**config.mk**
```make
export PLATFORM = sky130hd
export DESIGN_NAME = photon_gate_sequencer_flat
export DESIGN_NICKNAME = d
export VERILOG_FILES = /design/src/rtl/photon_gate_sequencer_if.sv /design/src/rtl/photon_gate_sequencer.sv /design/src/flat_wrapper.sv
export SDC_FILE = /design/constraint.sdc
export NUM_CORES = 1
export LEC_CHECK = 0
export ABC_AREA = 1
export CAP_MARGIN = 20
export CORE_AREA = 3 3 159 161
export DETAILED_ROUTE_END_ITERATION = 10
export DIE_AREA = 0 0 162 164
export PLACE_DENSITY = 0.81
export SYNTH_ARGS = -nofsm -noshare
export SYNTH_HDL_FRONTEND = slang
export SYNTH_SLANG_ARGS = --single-unit
```
**constraint.sdc**
```tcl
create_clock -name clk -period 7.87 [get_ports clk]
set_input_delay 1.574 -clock clk [delete_from_list [all_inputs] [get_ports clk]]
set_output_delay 1.574 -clock clk [all_outputs]
set_load 0.01 [all_outputs]
```
**src/rtl/photon_gate_sequencer_if.sv**
```systemverilog
// AXI-Stream result channel for the photon gate sequencer.
// master: tdata/tvalid out, tready in; slave: the reverse.
interface photon_gate_sequencer_if;
  logic [31:0] tdata;
  logic        tvalid;
  logic        tready;

  modport master (
    output tdata,
    output tvalid,
    input  tready
  );

  modport slave (
    input  tdata,
    input  tvalid,
    output tready
  );
endinterface

```
**src/rtl/photon_gate_sequencer.sv**
```systemverilog
// Photon gate sequencer: timed counting windows, one-entry result register,
// stretched threshold trigger.
// Ports: clk/rst (async high), start/abort run control, edge_in photon
// pulses, cfg_* run config (latched on start), gate/busy/done status,
// m_axis result stream {window_idx, count}, trig_out trigger, overrun flag.
module photon_gate_sequencer #(
  parameter int TRIG_LEN    = 125,
  parameter int TIMER_WIDTH = 32
) (
  input  logic                   clk,
  input  logic                   rst,
  input  logic                   start,
  input  logic                   abort,
  input  logic                   edge_in,
  input  logic [TIMER_WIDTH-1:0] cfg_gate_len,
  input  logic [TIMER_WIDTH-1:0] cfg_dead_len,
  input  logic [15:0]            cfg_num_windows,
  input  logic [15:0]            cfg_threshold,
  output logic                   gate,
  output logic                   busy,
  output logic                   done,
  photon_gate_sequencer_if.master m_axis,
  output logic                   trig_out,
  output logic                   overrun
);

  localparam int TRIG_W = $clog2(TRIG_LEN + 1);

  typedef enum logic [1:0] {
    S_IDLE,
    S_GATE,
    S_DEAD
  } state_t;

  state_t                 state_q, state_d;
  logic [TIMER_WIDTH-1:0] timer_q, timer_d;
  logic [TIMER_WIDTH-1:0] gate_len_q, gate_len_d;
  logic [TIMER_WIDTH-1:0] dead_len_q, dead_len_d;
  logic [15:0]            num_win_q, num_win_d;
  logic [15:0]            thr_q, thr_d;
  logic [15:0]            count_q, count_d;
  logic [15:0]            win_idx_q, win_idx_d;
  logic [31:0]            tdata_q, tdata_d;
  logic                   tvalid_q, tvalid_d;
  logic                   overrun_q, overrun_d;
  logic [TRIG_W-1:0]      trig_cnt_q, trig_cnt_d;
  logic                   trig_q, trig_d;
  logic                   gate_q, gate_d;
  logic                   busy_q, busy_d;
  logic                   done_q, done_d;

  logic [15:0] cnt_inc;
  logic        close;
  logic        qualify;

  always_comb begin
    state_d    = state_q;
    timer_d    = timer_q;
    gate_len_d = gate_len_q;
    dead_len_d = dead_len_q;
    num_win_d  = num_win_q;
    thr_d      = thr_q;
    count_d    = count_q;
    win_idx_d  = win_idx_q;
    tdata_d    = tdata_q;
    tvalid_d   = tvalid_q;
    overrun_d  = overrun_q;
    done_d     = 1'b0;
    close      = 1'b0;

    // Saturating count including this cycle's edge.
    cnt_inc = (edge_in && count_q != 16'hFFFF) ?
              count_q + 16'd1 : count_q;

    unique case (state_q)
      S_IDLE: begin
        if (start && !abort) begin
          gate_len_d = (cfg_gate_len == '0) ?
                       TIMER_WIDTH'(1) : cfg_gate_len;
          timer_d    = (cfg_gate_len == '0) ?
                       '0 : cfg_gate_len - 1'b1;
          dead_len_d = cfg_dead_len;
          num_win_d  = cfg_num_windows;
          thr_d      = cfg_threshold;
          count_d    = '0;
          win_idx_d  = '0;
          overrun_d  = 1'b0;
          state_d    = S_GATE;
        end
      end
      S_GATE: begin
        if (abort) begin
          state_d = S_IDLE;
        end else if (timer_q == '0) begin
          close     = 1'b1;
          count_d   = '0;
          win_idx_d = win_idx_q + 16'd1;
          if (num_win_q != '0 && win_idx_d == num_win_q) begin
            state_d = S_IDLE;
            done_d  = 1'b1;
          end else if (dead_len_q == '0) begin
            timer_d = gate_len_q - 1'b1;
          end else begin
            state_d = S_DEAD;
            timer_d = dead_len_q - 1'b1;
          end
        end else begin
          count_d = cnt_inc;
          timer_d = timer_q - 1'b1;
        end
      end
      S_DEAD: begin
        if (abort) begin
          state_d = S_IDLE;
        end else if (timer_q == '0) begin
          state_d = S_GATE;
          timer_d = gate_len_q - 1'b1;
        end else begin
          timer_d = timer_q - 1'b1;
        end
      end
      default: state_d = S_IDLE;
    endcase

    // Accept empties the slot; a close may refill it the same cycle.
    if (m_axis.tready) tvalid_d = 1'b0;
    if (close) begin
      if (!tvalid_q || m_axis.tready) begin
        tvalid_d = 1'b1;
        tdata_d  = {win_idx_q, cnt_inc};
      end else begin
        overrun_d = 1'b1;
      end
    end

    qualify = close && thr_q != '0 && cnt_inc >= thr_q;
    if (qualify) trig_cnt_d = TRIG_W'(TRIG_LEN);
    else if (trig_cnt_q != '0) trig_cnt_d = trig_cnt_q - 1'b1;
    else trig_cnt_d = '0;
    trig_d = (trig_cnt_d != '0);

    gate_d = (state_d == S_GATE);
    busy_d = (state_d != S_IDLE);
  end

  always_ff @(posedge clk or posedge rst) begin
    if (rst) begin
      state_q    <= S_IDLE;
      timer_q    <= '0;
      gate_len_q <= '0;
      dead_len_q <= '0;
      num_win_q  <= '0;
      thr_q      <= '0;
      count_q    <= '0;
      win_idx_q  <= '0;
      tdata_q    <= '0;
      tvalid_q   <= 1'b0;
      overrun_q  <= 1'b0;
      trig_cnt_q <= '0;
      trig_q     <= 1'b0;
      gate_q     <= 1'b0;
      busy_q     <= 1'b0;
      done_q     <= 1'b0;
    end else begin
      state_q    <= state_d;
      timer_q    <= timer_d;
      gate_len_q <= gate_len_d;
      dead_len_q <= dead_len_d;
      num_win_q  <= num_win_d;
      thr_q      <= thr_d;
      count_q    <= count_d;
      win_idx_q  <= win_idx_d;
      tdata_q    <= tdata_d;
      tvalid_q   <= tvalid_d;
      overrun_q  <= overrun_d;
      trig_cnt_q <= trig_cnt_d;
      trig_q     <= trig_d;
      gate_q     <= gate_d;
      busy_q     <= busy_d;
      done_q     <= done_d;
    end
  end

  assign gate          = gate_q;
  assign busy          = busy_q;
  assign done          = done_q;
  assign m_axis.tdata  = tdata_q;
  assign m_axis.tvalid = tvalid_q;
  assign trig_out      = trig_q;
  assign overrun       = overrun_q;

endmodule

```
**src/flat_wrapper.sv**
```systemverilog
// flat-port wrapper written by rule: the top's interface ports become plain ports
module photon_gate_sequencer_flat 
#(
  parameter int TRIG_LEN    = 125,
  parameter int TIMER_WIDTH = 32
)
  (clk, rst, start, abort, edge_in, cfg_gate_len, cfg_dead_len, cfg_num_windows, cfg_threshold, gate, busy, done, trig_out, overrun, m_axis_tdata, m_axis_tvalid, m_axis_tready);
  photon_gate_sequencer_if m_axis_i ();
  input  logic clk;
  input  logic rst;
  input  logic start;
  input  logic abort;
  input  logic edge_in;
  input  logic [TIMER_WIDTH-1:0] cfg_gate_len;
  input  logic [TIMER_WIDTH-1:0] cfg_dead_len;
  input  logic [15:0] cfg_num_windows;
  input  logic [15:0] cfg_threshold;
  output logic gate;
  output logic busy;
  output logic done;
  output logic trig_out;
  output logic overrun;
  output wire logic [$bits(m_axis_i.tdata)-1:0] m_axis_tdata;
  output wire logic [$bits(m_axis_i.tvalid)-1:0] m_axis_tvalid;
  input wire logic [$bits(m_axis_i.tready)-1:0] m_axis_tready;
  assign m_axis_tdata = m_axis_i.tdata;
  assign m_axis_tvalid = m_axis_i.tvalid;
  assign m_axis_i.tready = m_axis_tready;
  photon_gate_sequencer #(.TRIG_LEN(TRIG_LEN), .TIMER_WIDTH(TIMER_WIDTH)) u_core (.clk(clk), .rst(rst), .start(start), .abort(abort), .edge_in(edge_in), .cfg_gate_len(cfg_gate_len), .cfg_dead_len(cfg_dead_len), .cfg_num_windows(cfg_num_windows), .cfg_threshold(cfg_threshold), .gate(gate), .busy(busy), .done(done), .m_axis(m_axis_i), .trig_out(trig_out), .overrun(overrun));
endmodule
```
* After elaboration in Yosys (flattened, before gate mapping)
Index checks and enable logic that the tools add are counted.
W data, S select, Z words.
** Storage, ports and cells
- Output and inout bits :: 38
- Word-level logic and storage cells :: 100
- Register bits :: 207
- Input port bits :: 102
** Operators by class
- Reductions and logical operators :: 24
- Equal/unequal tests :: 10
- Magnitude comparators :: 1
- Add/sub/neg operators :: 7
- Multiplexer cells :: 42
** Operators with widths (number)
- $mux W32 :: 9
- $sub A32 B1 Y32 const B :: 4
- $logic_not A32 Y1 :: 3
- $mux W16 :: 6
- $pmux W32 S3 :: 1
- $pmux W16 S2 :: 2
- $add A16 B1 Y16 const B :: 2
- $reduce_bool A16 Y1 :: 2
- $eq A16 B16 Y1 :: 1
- $ge A16 B16 Y1 :: 1
- $ne A16 B16 Y1 const B :: 1
- $mux W1 :: 14
- $mux W2 :: 7
- $mux W7 :: 2
- $reduce_bool A7 Y1 :: 2
- $sub A7 B1 Y7 const B :: 1
- $pmux W2 S3 :: 1
- $logic_and A1 B1 Y1 :: 5
- $reduce_and A5 Y1 :: 1
- $eq A2 B1 Y1 const B :: 2
- $ne A2 B1 Y1 const B :: 2
- $ne A2 B2 Y1 const B :: 2
- $reduce_and A2 Y1 :: 2
- $reduce_and A4 Y1 :: 1
- 8 further kinds :: 10

* Longest topological paths before layout
- Word-level depth :: 8
- Mapped depth :: 22
- Mapped depth without buffers :: 22

* Least setup slack after synthesis
Ideal clock, no wire load.
- Path type :: input-to-reg
- Start point :: input edge_in
- End point :: register u_core.trig_q, in the netlist u_core.trig_out
- Arrival :: 3522 ps
- Required time :: 7735 ps
- Path slack :: 4213 ps
- Cell stages on the path :: 17
- Library setup time :: 135 ps
- Cell sequence :: o21ai_0 > clkbuf_1 > nor3_1 > nand2_1 > xor2_1 > inv_1 > ha_1 > nand2_1 > nor2_1 > nand2_1 > o211ai_1 > nand2_1 > nand3_1 > nand2_1 > nand2_1 > nor2_1 > nand4_1
** On the way
- Word-level cells in the longest chain between the ends :: 6
** Ends and longest elaborated chain
- from (decl) :: RTL line flat_wrapper.sv:13 : input logic edge_in;
- $logic_and A1 B1 Y1 :: RTL line photon_gate_sequencer.sv:72 : cnt_inc = (edge_in && count_q != 16'hFFFF) ?
- $mux W16 :: RTL line photon_gate_sequencer.sv:72
- net u_core.cnt_inc[7] :: RTL line photon_gate_sequencer.sv:52 : logic [15:0] cnt_inc;
- $ge A16 B16 Y1 :: RTL line photon_gate_sequencer.sv:136 : qualify = close && thr_q != '0 && cnt_inc >= thr_q;
- $logic_and A1 B1 Y1 :: RTL line photon_gate_sequencer.sv:136
- $mux W7 :: RTL line photon_gate_sequencer.sv:137 : if (qualify) trig_cnt_d = TRIG_W'(TRIG_LEN);
- net u_core.trig_cnt_d[5] :: RTL line photon_gate_sequencer.sv:46 : logic [TRIG_W-1:0] trig_cnt_q, trig_cnt_d;
- $reduce_bool A7 Y1 :: RTL line photon_gate_sequencer.sv:140 : trig_d = (trig_cnt_d != '0);
- net u_core.trig_d :: RTL line photon_gate_sequencer.sv:47 : logic trig_q, trig_d;
- to (signal assigned) :: RTL line photon_gate_sequencer.sv:177 : trig_q <= trig_d;
- to (decl) :: RTL line photon_gate_sequencer.sv:47
The timed path passes the listed nets, and every way through them passes these cells.
A chain may end at the register's enable or synchronous reset.

* Final worst setup path
Ends and elaborated chain as after synthesis.

==> out/results.tsv <==
stage	metric	value	unit
routing	ant_nets	0	
yosys	synthMuxAreaShare	0	%
worst_setup_path	crit_top_cell	nand2_1	
yosys	synthXorXnorAreaFrac	4.467	%
worst_setup_path	cp.buffers_inverters	3	
worst_setup_path	worstSetupStartpointType	input pin	
routing	wirelength	44910	µm
clock_tree	clkSlewWorstSetupHoldPaths	60	ps
clock_tree	post_cts_buffers	0	
sta	max_freq	240.9	MHz
worst_setup_path	required	8270	ps
cells_and_area	multi_input_area	7757	µm²
worst_setup_path	path_class	in -> reg	
worst_setup_path	timing.rr.start	u_core.count_q[0]	
worst_setup_path	slowest_delay	460	ps
yosys	synthAdderAreaFrac	2.748	%
yosys	ys.flop_type	dfrtp_1	
clock_tree	clockBufferDepth	3	
routing	via_count	15000	
sta	finalHoldViolCount	0	
yosys	synth_top_cell_by_area	dfrtp_1	
placement	gp_congestion	1.085	
yosys	syn_inst	2168	
sta	fin_worst_skew	15.93	ps
sta	fin_crit_sh	52.75	%
routing	drc	0	
sta	rsz0062_at_grt	no	
global_route	grt_usage	33.60	%
clock_tree	clkLatencyLatePin	530	ps
worst_setup_path	ff2ff_path_depth	20	
yosys	synth-edff-count	0	
cells_and_area	syn2layout_area_growth	17.52	%
clock_tree	ctsRootBufferMaster	clkbuf_16	
sta	max_slew_margin	34.62	%
sta	worst_hold_slack	487.4	ps
clock_tree	numCtsBuffers	24	
placement	dpl-instance-area	15770	µm²
worst_setup_path	critical_path_depth	18	
worst_setup_path	crit_fanout	8	
cells_and_area	fillCellCount	2163	
cells_and_area	fin_area	16590	µm²
placement	port_buffers	139	
yosys	yosys.area_share.simple	37.06	%
cells_and_area	final_util	68.82	%
clock_tree	htree_levels	1	
flow_run	maxCapViolCount	0	
clock_tree	cts-resized-gates	0	
cells_and_area	layout_commonest_cell	nand2_1	
sta	tns	0	ps
cells_and_area	regArea	5180	µm²
cells_and_area	n_antenna_cell	0	
routing	wl_per_cell	17.06	µm
die	ioPinCount	140	
yosys	synth_top_family_by_area	simple AND/OR/NAND/NOR gates	
sta	setup_violations	0	
worst_setup_path	crit_end	u_core.trig_out	
global_route	grt_max_degree	140	
yosys	ys_types	37	
pwr	power.leakage	0.007903	µW
global_route	grt_pass1_wl	71970	µm
worst_setup_path	worstSetupStartpoint	edge_in	
die	die_area	26570	µm²
global_route	grt_pass1_vias	14040	
hold_path	hp-class	reg -> reg	
sta	slew_violations	0	
hold_path	holdPathStages	1	
die	die_h	164	µm
routing	first_pass_iters	5	
global_route	overflow	0	
worst_setup_path	cp-end-kind	flop	
yosys	yosysWarningCount	0	
worst_setup_path	slowest_stage	clkdlybuf4s50_1	
placement	hpwlAfterDp	33500	µm
worst_setup_path	cpLargestDelayFamily	simple AND/OR/NAND/NOR gates	
clock_tree	hold_buffers	0	
worst_setup_path	crit_chain	clkdlybuf4s50_1, o21ai_0, buf_2, nor3_1, nand2_1, xor2_1, inv_1, ha_1, nand2_1, nor2_1, nand2_1, o211ai_1, nand2_1, nand3_1, nand2_1, nand2_1, nor2_1, nand4_1	
pwr	vdd_drop_max	0.2521	mV
yosys	synth_area_leaders	dfrtp_1 (37%), nand2_1 (19%), nor2_1 (7.4%)	
yosys	synth_compound_area_share	10.59	%
die	start_util	58.56	%
yosys	synth.avg_cell_area	6.511	µm²
worst_setup_path	rrSetupSlack	4180	ps
die	die_w	162	µm
cells_and_area	drive_above_1_share	3.726	%
routing	detail_route.iter0.violations	1553	
yosys	synth_area	14120	µm²
worst_setup_path	r2r_end	u_core.trig_out	
worst_setup_path	critical_path_arrival	4550	ps
sta	worst_pin_slew	980.7	ps
pwr	p_per_area	325.5	nW/µm²
yosys	synth_top_area_share	36.70	%
routing	vias_per_cell	5.697	
yosys	syn_nets	2301	
clock_tree	cts_sinks	207	
cells_and_area	finalNetCount	2424	
die	rows	57	
yosys	ys_ff_latch	207	
yosys	yosysSeqAreaShare	36.70	%
clock_tree	cts_tree	done	
die	coreArea	24110	µm²
sta	period_needed	4152	ps
outcome	status	completed	
cells_and_area	layout_common_cells	nand2_1 (709), nor2_1 (277), inv_1 (249)	
yosys	async_flop_share	100.0	%
global_route	antenna_found_initial	0	
==> sequential cells by signal, indices dropped and copies added (netlist names) <==
| name | flops |
|---|---|
| u_core.done | 1 |
| u_core.thr_q | 16 |
| u_core.gate | 1 |
| u_core.m_axis.tvalid | 1 |
| u_core.win_idx_q | 16 |
| u_core.gate_len_q | 32 |
| u_core.state_q | 2 |
| u_core.busy | 1 |
| u_core.overrun | 1 |
| u_core.trig_cnt_q | 7 |
| u_core.timer_q | 32 |
| u_core.trig_out | 1 |
| u_core.num_win_q | 16 |
| u_core.dead_len_q | 32 |
| u_core.m_axis.tdata | 32 |
| u_core.count_q | 16 |
==> worst register-to-register path, stage by stage, from the launching register on <==
cell and delay (ps):
dfrtp_1 430, ha_1 200, nand3_1 180, inv_1 90, nand3_1 110, o21ai_0 380
buf_2 290, inv_1 100, o21ai_0 360, inv_1 90, ha_1 300, nand2_1 80
inv_1 40, nand3_1 80, inv_1 50, a21oi_1 130, nand3_1 140, nand2_1 220
nand2_1 100, nor2_1 100, nand4_1 90
==> per-stage QoR <==
step	setup slack (ps)	power, µW	cells
CTS	3593	5346	2630
floorplan	643.5	3427	2168
global route	3306	5806	2632
detailed placement	3029	4174	2587
global placement	3138	4107	2587
finish	3718	5400	2632
==> layer usage <==
| metal | wire length (µm) | part of all wire (%) | up-vias | global-route usage (%) |
|---|---|---|---|---|
| li1 | - | - | 7174 | - |
| met1 | 18500 | 41 | 7027 | 44.24 |
| met2 | 20830 | 46 | 672 | 56.15 |
| met3 | 3453 | 7.7 | 122 | 4.111 |
| met4 | 2129 | 4.7 | 0 | 14.58 |
| met5 | 0 | 0 | - | 0 |
==> final cells by class <==
class	count	area share, %
Tap cell	324	2.444
Timing Repair Buffer	150	8.869
Clock inverter	7	0.5657
Clock buffer	36	4.322
Sequential cell	207	31.22
Inverter	255	5.815
Multi-Input combinational cell	1653	46.76
==> worst min path at each step <==
| stage | from | end |
|---|---|---|
| finish | u_core.m_axis.tdata[11] | u_core.m_axis.tdata[11] |
| detailed placement | u_core.m_axis.tdata[31] | u_core.m_axis.tdata[31] |
| global placement | u_core.timer_q[1] | u_core.timer_q[1] |
| CTS | u_core.m_axis.tdata[23] | u_core.m_axis.tdata[23] |
| global route | u_core.m_axis.tdata[11] | u_core.m_axis.tdata[11] |
| floorplan | u_core.timer_q[1] | u_core.timer_q[1] |
==> synthesized netlist by cell type (3+ instances only) <==
library cell	number
nor2_2	11
xor2_1	64
nand2_2	4
buf_6	3
nand2_1	709
o22ai_1	23
buf_2	10
xnor2_1	8
inv_2	3
inv_1	250
clkbuf_1	38
ha_1	31
or2_2	13
nor2_4	3
nand4_1	44
a21oi_1	54
nand3b_1	3
nor3_1	21
o21bai_1	3
o211ai_1	3
dfrtp_1	207
o21ai_0	164
nand3_1	171
o21a_1	3
nor2_1	278
o21ai_1	27
nor4_1	4
==> power by group <==
group	switching [µW]	total (µW)	internal, µW
combinational	1640	2420	783
sequential	386	1830	1440
clock	458	1150	693
total	2480	5400	2920
==> cells by family after synthesis <==
logic type,Yosys count
flops,207
compound gates,285
xor+xnor,72
simple gates,1265
buf+inv,308
fa+ha+maj,31
Note: power is estimated with default switching activity, not from simulation.
